<file path="src/rtl/capture_ctrl_if.sv">
// -----------------------------------------------------------------------------
// capture_ctrl_if
// Groups the signals between the trigger/config side and capture_ctrl.
//   wrt_smpl          decimated sample strobe (one cycle)
//   run               TrigCfg run bit
//   capture_done      TrigCfg capture-done bit as currently held
//   triggered         trigger event (level or pulse)
//   trig_pos          samples to keep after the trigger
//   we / waddr        RAMqueue write enable and address
//   armed             enough pre-trigger history stored
//   set_capture_done  one-cycle pulse that sets the capture-done bit
// master: the surrounding system (drives the controls).
// slave : capture_ctrl.
// -----------------------------------------------------------------------------
interface capture_ctrl_if #(
  parameter int LOG2 = 9
) ();
  logic            wrt_smpl;
  logic            run;
  logic            capture_done;
  logic            triggered;
  logic [LOG2-1:0] trig_pos;
  logic            we;
  logic [LOG2-1:0] waddr;
  logic            armed;
  logic            set_capture_done;

  modport master (
    output wrt_smpl, run, capture_done, triggered, trig_pos,
    input  we, waddr, armed, set_capture_done
  );

  modport slave (
    input  wrt_smpl, run, capture_done, triggered, trig_pos,
    output we, waddr, armed, set_capture_done
  );
endinterface

</file>
<file path="src/rtl/capture_ctrl.sv">
// -----------------------------------------------------------------------------
// capture_ctrl
// Writes decimated samples into a circular RAMqueue, arms the trigger once
// enough pre-trigger history is stored, keeps trig_pos samples after the
// trigger, then signals capture-done and waits for the host to read out.
// Ports:
//   clk   system clock, rising edge
//   rst   synchronous, active-high reset
//   bus   capture_ctrl_if.slave (sample strobe, run/capture_done, trigger,
//         trig_pos in; we, waddr, armed, set_capture_done out)
// After a completed capture waddr points at the oldest stored sample.
// -----------------------------------------------------------------------------
module capture_ctrl #(
  parameter int ENTRIES = 384,
  parameter int LOG2    = 9
) (
  input  logic          clk,
  input  logic          rst,
  capture_ctrl_if.slave bus
);

  typedef enum logic [1:0] {IDLE, CAPTURE, DONE, WAIT_RD} state_t;

  state_t          r_state;
  state_t          w_state_nxt;
  logic [LOG2-1:0] r_waddr;
  logic [LOG2:0]   r_smpl_cnt;
  logic [LOG2-1:0] r_trig_cnt;
  logic            r_latch;
  logic            r_armed;

  logic            w_active;
  logic            w_wr;
  logic            w_start;
  logic [LOG2-1:0] w_eff_pos;
  logic [LOG2:0]   w_smpl_cnt_nxt;
  logic [LOG2-1:0] w_trig_cnt_nxt;
  logic            w_latch_set;
  logic            w_done;
  logic            w_arm_hit;

  // run gates everything in CAPTURE: with run low neither a write nor a
  // trigger is acted on, the block just aborts.
  assign w_active = (r_state == CAPTURE) && bus.run;
  assign w_wr     = w_active && bus.wrt_smpl;
  assign w_start  = (r_state == IDLE) && (w_state_nxt == CAPTURE);

  assign w_eff_pos = (bus.trig_pos > LOG2'(ENTRIES - 1)) ? LOG2'(ENTRIES - 1)
                                                          : bus.trig_pos;

  assign w_smpl_cnt_nxt = (w_wr && (r_smpl_cnt != (LOG2 + 1)'(ENTRIES)))
                        ? r_smpl_cnt + (LOG2 + 1)'(1) : r_smpl_cnt;

  // Only writes after the latch was already set are post-trigger samples; a
  // write in the latching cycle still belongs to the pre-trigger history.
  assign w_trig_cnt_nxt = (w_wr && r_latch) ? r_trig_cnt + LOG2'(1) : r_trig_cnt;

  // Triggers are ignored until armed, so the buffer always holds enough
  // history in front of the trigger point.
  assign w_latch_set = w_active && bus.triggered && r_armed && !r_latch;

  // A zero post-trigger length finishes on the latching edge itself.
  assign w_done = w_active &&
                  ((w_latch_set && (w_eff_pos == '0)) ||
                   (r_latch && (w_trig_cnt_nxt >= w_eff_pos)));

  assign w_arm_hit = ({1'b0, w_smpl_cnt_nxt} + {2'b00, w_eff_pos})
                     >= (LOG2 + 2)'(ENTRIES);

  // State register
  // NOTE: clocked state uses non-blocking assignments so every register
  // samples the pre-edge values, independent of statement order.
  always_ff @(posedge clk) begin
    if (rst) r_state <= IDLE;
    else     r_state <= w_state_nxt;
  end

  // Next-state logic
  // NOTE: the default assignment first keeps this block free of latches
  // whatever path the case takes.
  always_comb begin
    w_state_nxt = r_state;
    unique case (r_state)
      IDLE:    if (bus.run && !bus.capture_done) w_state_nxt = CAPTURE;
      CAPTURE: if (!bus.run)                     w_state_nxt = IDLE;
               else if (w_done)                  w_state_nxt = DONE;
      DONE:                                      w_state_nxt = WAIT_RD;
      WAIT_RD: if (!bus.capture_done)            w_state_nxt = IDLE;
      default:                                   w_state_nxt = IDLE;
    endcase
  end

  // Output logic
  always_comb begin
    bus.we               = w_wr;
    bus.set_capture_done = (r_state == DONE);
  end

  assign bus.waddr = r_waddr;
  assign bus.armed = r_armed;

  // Address, counters, trigger latch and armed flag
  always_ff @(posedge clk) begin
    if (rst) begin
      r_waddr    <= '0;
      r_smpl_cnt <= '0;
      r_trig_cnt <= '0;
      r_latch    <= 1'b0;
      r_armed    <= 1'b0;
    end else if (w_start) begin
      r_waddr    <= '0;
      r_smpl_cnt <= '0;
      r_trig_cnt <= '0;
      r_latch    <= 1'b0;
      r_armed    <= 1'b0;
    end else begin
      if (w_wr)
        r_waddr <= (r_waddr == LOG2'(ENTRIES - 1)) ? '0 : r_waddr + LOG2'(1);
      r_smpl_cnt <= w_smpl_cnt_nxt;
      r_trig_cnt <= w_trig_cnt_nxt;
      if (w_latch_set) r_latch <= 1'b1;
      // Sticky while capturing, dropped on any exit from CAPTURE.
      r_armed <= (r_state == CAPTURE) && (w_state_nxt == CAPTURE) &&
                 (r_armed || w_arm_hit);
    end
  end

endmodule

</file>
<file path="src/flat_wrapper.sv">
// flat-port wrapper written by rule: the top's interface ports become plain ports
module capture_ctrl_flat 
#(
  parameter int ENTRIES = 384,
  parameter int LOG2    = 9
)
  (clk, rst, bus_wrt_smpl, bus_run, bus_capture_done, bus_triggered, bus_trig_pos, bus_we, bus_waddr, bus_armed, bus_set_capture_done);
  capture_ctrl_if #(.LOG2(LOG2)) bus_i ();
  input  logic clk;
  input  logic rst;
  input wire logic [$bits(bus_i.wrt_smpl)-1:0] bus_wrt_smpl;
  input wire logic [$bits(bus_i.run)-1:0] bus_run;
  input wire logic [$bits(bus_i.capture_done)-1:0] bus_capture_done;
  input wire logic [$bits(bus_i.triggered)-1:0] bus_triggered;
  input wire logic [$bits(bus_i.trig_pos)-1:0] bus_trig_pos;
  output wire logic [$bits(bus_i.we)-1:0] bus_we;
  output wire logic [$bits(bus_i.waddr)-1:0] bus_waddr;
  output wire logic [$bits(bus_i.armed)-1:0] bus_armed;
  output wire logic [$bits(bus_i.set_capture_done)-1:0] bus_set_capture_done;
  assign bus_i.wrt_smpl = bus_wrt_smpl;
  assign bus_i.run = bus_run;
  assign bus_i.capture_done = bus_capture_done;
  assign bus_i.triggered = bus_triggered;
  assign bus_i.trig_pos = bus_trig_pos;
  assign bus_we = bus_i.we;
  assign bus_waddr = bus_i.waddr;
  assign bus_armed = bus_i.armed;
  assign bus_set_capture_done = bus_i.set_capture_done;
  capture_ctrl #(.ENTRIES(ENTRIES), .LOG2(LOG2)) u_core (.clk(clk), .rst(rst), .bus(bus_i));
endmodule
</file>
<file path="config.mk">
export PLATFORM = sky130hd
export DESIGN_NAME = capture_ctrl_flat
export DESIGN_NICKNAME = d
export VERILOG_FILES = /design/src/rtl/capture_ctrl_if.sv /design/src/rtl/capture_ctrl.sv /design/src/flat_wrapper.sv
export SDC_FILE = /design/constraint.sdc
export NUM_CORES = 1
export LEC_CHECK = 0
export CORE_MARGIN = 1.5
export CORE_UTILIZATION = 50
export DETAILED_ROUTE_END_ITERATION = 6
export PLACE_DENSITY = 0.76
export SYNTH_ARGS = -nofsm -noshare
export SYNTH_HDL_FRONTEND = slang
export SYNTH_SLANG_ARGS = --single-unit
</file>
<file path="constraint.sdc">
create_clock -name clk -period 2.77 [get_ports clk]
set_input_delay 0.554 -clock clk [delete_from_list [all_inputs] [get_ports clk]]
set_output_delay 0.554 -clock clk [all_outputs]
set_load 0.01 [all_outputs]
</file>
# ---- After elaboration in Yosys (flattened, before gate mapping)
# Cells that the tools add are included.
dict set report op_classes {
  add_sub_neg 4
  mul 0
  div_mod_pow 0
  magnitude_cmp 3
  n_eq_ne 6
  shift 0
  muxes 9
  n_bitwise 0
  reduce_logical 21
}
# operator n
set op_table {}
lappend op_table {{$mux W9} 3}
lappend op_table {{$add A9 B1 Y9 const B} 2}
lappend op_table {{$logic_and A1 B1 Y1} 14}
lappend op_table {{$add A10 B9 Y11} 1}
lappend op_table {{$ge A11 B9 Y1 const B} 1}
lappend op_table {{$add A10 B1 Y10 const B} 1}
lappend op_table {{$mux W10} 1}
lappend op_table {{$ne A10 B9 Y1 const B} 1}
lappend op_table {{$eq A9 B9 Y1 const B} 1}
lappend op_table {{$ge A9 B9 Y1} 1}
lappend op_table {{$gt A9 B9 Y1 const B} 1}
lappend op_table {{$logic_not A9 Y1} 1}
lappend op_table {{$mux W2} 4}
lappend op_table {{$pmux W2 S4} 1}
lappend op_table {{$eq A2 B1 Y1 const B} 2}
lappend op_table {{$eq A2 B2 Y1 const B} 2}
lappend op_table {{$logic_not A1 Y1} 2}
lappend op_table {{$logic_not A2 Y1} 1}
lappend op_table {{$logic_or A1 B1 Y1} 2}
lappend op_table {{$reduce_or A2 Y1} 1}
dict set report totals {
  ff_bits 32
  latch_bits 0
  mem_bits_rw 0
  rom_bits 0
  inputBits 15
  out_inout_bits 12
  n_memories 0
}

# ---- Longest topological paths before layout
# Gate-level depths: netlist of the first run.
dict set report depth {
  depth_word 15
  depth_mapped 14
  ltp_nobuf 14
}

# ---- Worst setup path after synthesis of the first run
# OpenSTA, ideal clock, no wires.
dict set report synth_timing {
  path_type {reg-to-reg}
  start {register u_core.r_smpl_cnt[5]}
  end {register u_core.r_armed, in the netlist u_core.bus.armed}
  t_arrival_ns 2.782
  required_ns 2.645
  slack_ns -0.137
  path_stages_with_launch 13
  path_buffers 0
  period_less_slack_ns 2.907
  path_cell_list {dfxtp_1 -> or4_1 -> o31a_2 -> xnor2_1 -> ha_1 -> inv_1 -> fa_1 -> nor2b_1 -> o211ai_1 -> a32oi_1 -> xor2_1 -> a211oi_1 -> a21oi_2}
}
dict set report synth_between {
  elab_chain_cells 7
  word_cells_on_any_way 8
}
# item line
set synth_rtl {}
lappend synth_rtl {{start: declaration} capture_ctrl.sv:27} ;# logic [LOG2:0] r_smpl_cnt;
lappend synth_rtl {{start signal: assignment} capture_ctrl.sv:119} ;# r_smpl_cnt <= w_smpl_cnt_nxt;
lappend synth_rtl {{$ne A10 B9 Y1} capture_ctrl.sv:51} ;# assign w_smpl_cnt_nxt = (w_wr && (r_smpl_cnt != (LOG2 + 1)'(ENTRIES)))
lappend synth_rtl {{$logic_and A1 B1 Y1} capture_ctrl.sv:51}
lappend synth_rtl {{$mux W10} capture_ctrl.sv:52} ;# ? r_smpl_cnt + (LOG2 + 1)'(1) : r_smpl_cnt;
lappend synth_rtl {{net u_core.w_smpl_cnt_nxt[0]} capture_ctrl.sv:36} ;# logic [LOG2:0] w_smpl_cnt_nxt;
lappend synth_rtl {{$add A10 B9 Y11} capture_ctrl.sv:67} ;# assign w_arm_hit = ({1'b0, w_smpl_cnt_nxt} + {2'b00, w_eff_pos})
lappend synth_rtl {{$ge A11 B9 Y1} capture_ctrl.sv:68} ;# >= (LOG2 + 2)'(ENTRIES);
lappend synth_rtl {{$logic_or A1 B1 Y1} capture_ctrl.sv:124} ;# (r_armed || w_arm_hit);
lappend synth_rtl {{$logic_and A1 B1 Y1} capture_ctrl.sv:123} ;# r_armed <= (r_state == CAPTURE) && (w_state_nxt == CAPTURE) &&
lappend synth_rtl {{end signal: assignment} capture_ctrl.sv:123}
lappend synth_rtl {{end: declaration} capture_ctrl.sv:30} ;# logic r_armed;
# The timed path passes the listed nets, and every way through them passes these cells.
# A chain may end at the register's enable or synchronous reset.

# ---- Worst setup path in the final report of the first run
dict set report layout_timing {
  start {register u_core.r_smpl_cnt[9]}
  end {register u_core.r_armed, in the netlist u_core.bus.armed}
}
# The elaborated chain is that of the path after synthesis.

==> Flow_metrics.wiki, run 1 <==
{| class="wikitable"
! Metric !! Value
|-
| Number of enable-type register cells in the synthesized netlist || 0
|-
| Share of final-layout standard cells stronger than drive strength 1 || 0.284
|-
| Chip height || 67.3 µm
|-
| Post-synthesis instance area || 2060 µm²
|-
| Max Clk Rate || 334 MHz
|-
| Die Area || 4520 µm²
|-
| Number of cells traversed by the worst hold path || 2
|-
| Startpoint of the worst register-to-register path || u_core.r_smpl_cnt[9]$_SDFF_PP0_
|-
| Post-DRT Antenna Nets || 0
|-
| Global-route usage over all layers || 0.231
|-
| Vias in the first global route || 1822
|-
| Final number of hold-violating endpoints || 0
|-
| Initial DRT Pass Iterations || 4
|-
| Worst path setup slack after routing || -0.226 ns
|-
| Syn. warnings || 0
|-
| Starting Density || 0.520
|-
| Worst slack on hold paths || 0.531 ns
|-
| Number of antenna violations at the first check in global routing || 0
|-
| Post-DR wirelength/cell || 13.7 µm
|-
| Worst min-delay path class || reg -> reg
|-
| DRC errors left || 0
|-
| Final cell count without fillers || 363
|-
| Maximum VDD drop || 0.000229 V
|-
| Sequential share of the synthesized area || 0.310
|-
| Synth top area share || 0.310
|-
| Half-perimeter wire length after placement || 3590 µm
|-
| Cts bufs inserted || 5
|-
| Shortest period the worst path allows || 3.00 ns
|-
| Actual transition at the worst max-transition pin || 0.321 ns
|-
| Die boundary width || 67.3 µm
|-
| Final worst-path cycle share || 1.08
|-
| Number of pins exceeding their max-slew limit in the final report || 0
|-
| CTS HTree Levels || 2
|-
| Row count || 23
|-
| Violations in the final reports || setup timing
|-
| Kind of end point of the critical path || flop
|-
| Layout net count || 350
|-
| Top post-synthesis cells by area || sky130_fd_sc_hd__dfxtp_1 31%, sky130_fd_sc_hd__ha_1 13%, sky130_fd_sc_hd__xnor2_1 6.8%
|-
| Unrepaired setup endpoints after global routing || true
|-
| Number of cells on the worst reg-to-reg path || 12
|-
| Number of nets in the synthesized netlist || 277
|-
| Total Wirelength || 4980 µm
|-
| Insertion delay to the later sink of the worst-skew pair || 0.29 ns
|-
| Buffers from clock root to sink, at most || 2
|-
| DRT iter0 DRCs || 78
|-
| Number of synthesized register bits || 32
|-
| Ratio of routed vias to standard cells || 5.09
|-
| Rel. slew slack || 0.784
|-
| Data required time at the worst endpoint || 3.00 ns
|-
| Endpoint, Worst Hold || u_core.bus.waddr[6]$_SDFFE_PP0N_
|-
| Core outline area || 3970 µm²
|-
| Largest fanout on the critical path || 3
|-
| Share of flip-flops with an asynchronous set or reset after synthesis || 0
|-
| CTS tree || yes
|-
| Capture point of the worst reg-to-reg path || u_core.bus.armed$_SDFF_PP0_
|-
| Worst Min Path Start || u_core.bus.waddr[6]$_SDFFE_PP0N_
|-
| Worst-case clock skew || 0.00233 ns
|-
| Gp weighted congestion || 0.796
|-
| Pin count of the biggest net entering global routing || 16
|-
| CP startpoint kind || flop
|-
| Classification of the worst setup path || reg -> reg
|-
| Number of buffers inserted by port buffering || 26
|-
| Total via count in the routed design || 1849
|-
| Synthesized area per cell || 8.64 µm²
|-
| Clock-pin transition on the worst setup and hold timing paths || 0.07 ns
|-
| Wire length of the first global-routing pass || 7850 µm
|-
| Syn-to-layout area delta || 40.4%
|-
| Post-synth top area cell || sky130_fd_sc_hd__dfxtp_1
|-
| Clock Sink Count || 32
|-
| Final std cell area, no fill || 2900 µm²
|-
| Number of antenna diodes || 0
|-
| Max-cap violation count || 0
|-
| Most used flip-flop cell after synthesis || sky130_fd_sc_hd__dfxtp_1
|-
| Number of cells produced by synthesis || 239
|-
| Root buf cell || sky130_fd_sc_hd__clkbuf_8
|-
| Number of distinct library cells after synthesis || 49
|-
| Top-level port count || 27
|-
| Cell count after placement || 346
|-
| Number of setup violations in the final report || 1
|-
| Worst EP arrival || 3.22 ns
|-
| Power per cell area || 328 nW/µm²
|-
| DP Area || 2650 µm²
|-
| Reg-to-reg slack, setup || -0.23 ns
|-
| Status || finished, violations left
|-
| Pleak || 1.27 nW
|-
| Global route total overflow || 0
|}
[critical path, cell delays in order, from the launching register on]
cell and delay [ns]:
sky130_fd_sc_hd__dfxtp_2 0.33, sky130_fd_sc_hd__or4_4 0.53, sky130_fd_sc_hd__o31a_4 0.32, sky130_fd_sc_hd__xnor2_2 0.16, sky130_fd_sc_hd__ha_2 0.22, sky130_fd_sc_hd__inv_2 0.04, sky130_fd_sc_hd__fa_2 0.32, sky130_fd_sc_hd__nor2b_2 0.13
sky130_fd_sc_hd__o211ai_1 0.12, sky130_fd_sc_hd__a32oi_2 0.29, sky130_fd_sc_hd__nor2_1 0.08, sky130_fd_sc_hd__mux2_4 0.27, sky130_fd_sc_hd__a21oi_2 0.13
[cell families after synthesis]
group                    after synthesis  share of synthesized area
multiplexers                           5                     0.0273
flip-flops                            32                      0.310
XOR/XNOR                              25                      0.106
adder cells (fa/ha/maj)               23                      0.143
AO/OA/AOI/OAI                         28                     0.0933
buffers and inverters                 24                     0.0491
AND/OR/NAND/NOR                      102                      0.271
[sequential cells by signal, indices dropped and copies added (netlist names)]
| name | count |
|---|---|
| u_core.r_smpl_cnt | 10 |
| u_core.r_trig_cnt | 9 |
| u_core.bus.waddr | 9 |
| u_core.r_latch | 1 |
| u_core.r_state | 2 |
| u_core.bus.armed | 1 |
[placed cells by master, fill, tap and decap left out, types with 8 or more instances in the layout]
cell type	count
sky130_fd_sc_hd__xnor2_1	14
sky130_fd_sc_hd__buf_4	45
sky130_fd_sc_hd__nand2_1	17
sky130_fd_sc_hd__xor2_1	8
sky130_fd_sc_hd__nor2_1	27
sky130_fd_sc_hd__dfxtp_1	29
sky130_fd_sc_hd__nand4_1	8
sky130_fd_sc_hd__clkdlybuf4s50_1	24
sky130_fd_sc_hd__nor2b_1	18
sky130_fd_sc_hd__ha_1	21
sky130_fd_sc_hd__inv_1	17
[cell type report]
class / instances / area (µm²)
timing repair buffer: 72 / 607
tap: 50 / 62.6
clock buffer: 6 / 82.6
inverter: 18 / 67.6
sequential: 32 / 644
fill: 306 / 1070
multi-input combinational: 183 / 1420
clock inverter: 2 / 10.0
[layer usage]
| layer | vias up | part of all wire | GRT usage |
|---|---|---|---|
| met5 | - | 0 | 0 |
| li1 | 963 | - | - |
| met1 | 855 | 0.45 | 0.271 |
| met2 | 21 | 0.51 | 0.402 |
| met4 | 0 | 0.014 | 0.0918 |
| met3 | 10 | 0.025 | 0.0567 |
[power breakdown]
group	leakage (nW)	internal [mW]	switching (mW)
Combinational	0.960	0.0588	0.0507
Sequential	0.259	0.461	0.00118
Clock	0.0510	0.198	0.182
Total	1.27	0.718	0.234
[synth_stat cells, drive strengths merged (2+ instances only)]
cell type	number
ha	22
dfxtp	32
nand2	17
nand4	10
nand2b	3
nand3	6
a21oi	7
and2	2
a211oi	4
nor2b	19
mux2	2
o21ai	4
clkbuf	4
nor3	5
buf	2
or2	2
nor2	28
inv	18
xnor2	16
mux2i	3
xor2	9
o211ai	4
[metrics by stage]
stage	TNS [ns]	utilization	worst slack (ns)	total power [mW]
finish	-0.226	0.730	-0.226	0.952
global route	-0.390	0.730	-0.369	0.989
CTS	-0.187	0.716	-0.187	0.950
detailed placement	-1.71	0.668	-0.615	0.578
global placement	-1.53	0.668	-0.553	0.576
floorplan	-0.0144	-	-0.0144	0.522
[what timing repair did]
action	in CTS	in global routing
gates cloned	0	0
resized for setup	11	10
setup endpoints to repair	3	3
pin swaps	18	2
buffers inserted	8	1
hold buffers	0	0
[how the worst max path moves through the flow]
stage                                  end                       startpoint
4_1_cts        u_core.bus.armed$_SDFF_PP0_  u_core.r_smpl_cnt[9]$_SDFF_PP0_
3_3_place_gp   u_core.bus.armed$_SDFF_PP0_                          bus_run
2_1_floorplan  u_core.bus.armed$_SDFF_PP0_  u_core.r_smpl_cnt[4]$_SDFF_PP0_
5_1_grt        u_core.bus.armed$_SDFF_PP0_  u_core.r_smpl_cnt[9]$_SDFF_PP0_
3_5_place_dp   u_core.bus.armed$_SDFF_PP0_                          bus_run
6_report       u_core.bus.armed$_SDFF_PP0_  u_core.r_smpl_cnt[9]$_SDFF_PP0_
(Power assumes the default switching activity.)
==> inputs of run 2 (changes only) <==
- CTS_CLUSTER_DIAMETER: default -> 150
==> results of run 2 <==
The final DEF is identical to that of run 1; final timing and power are the same.
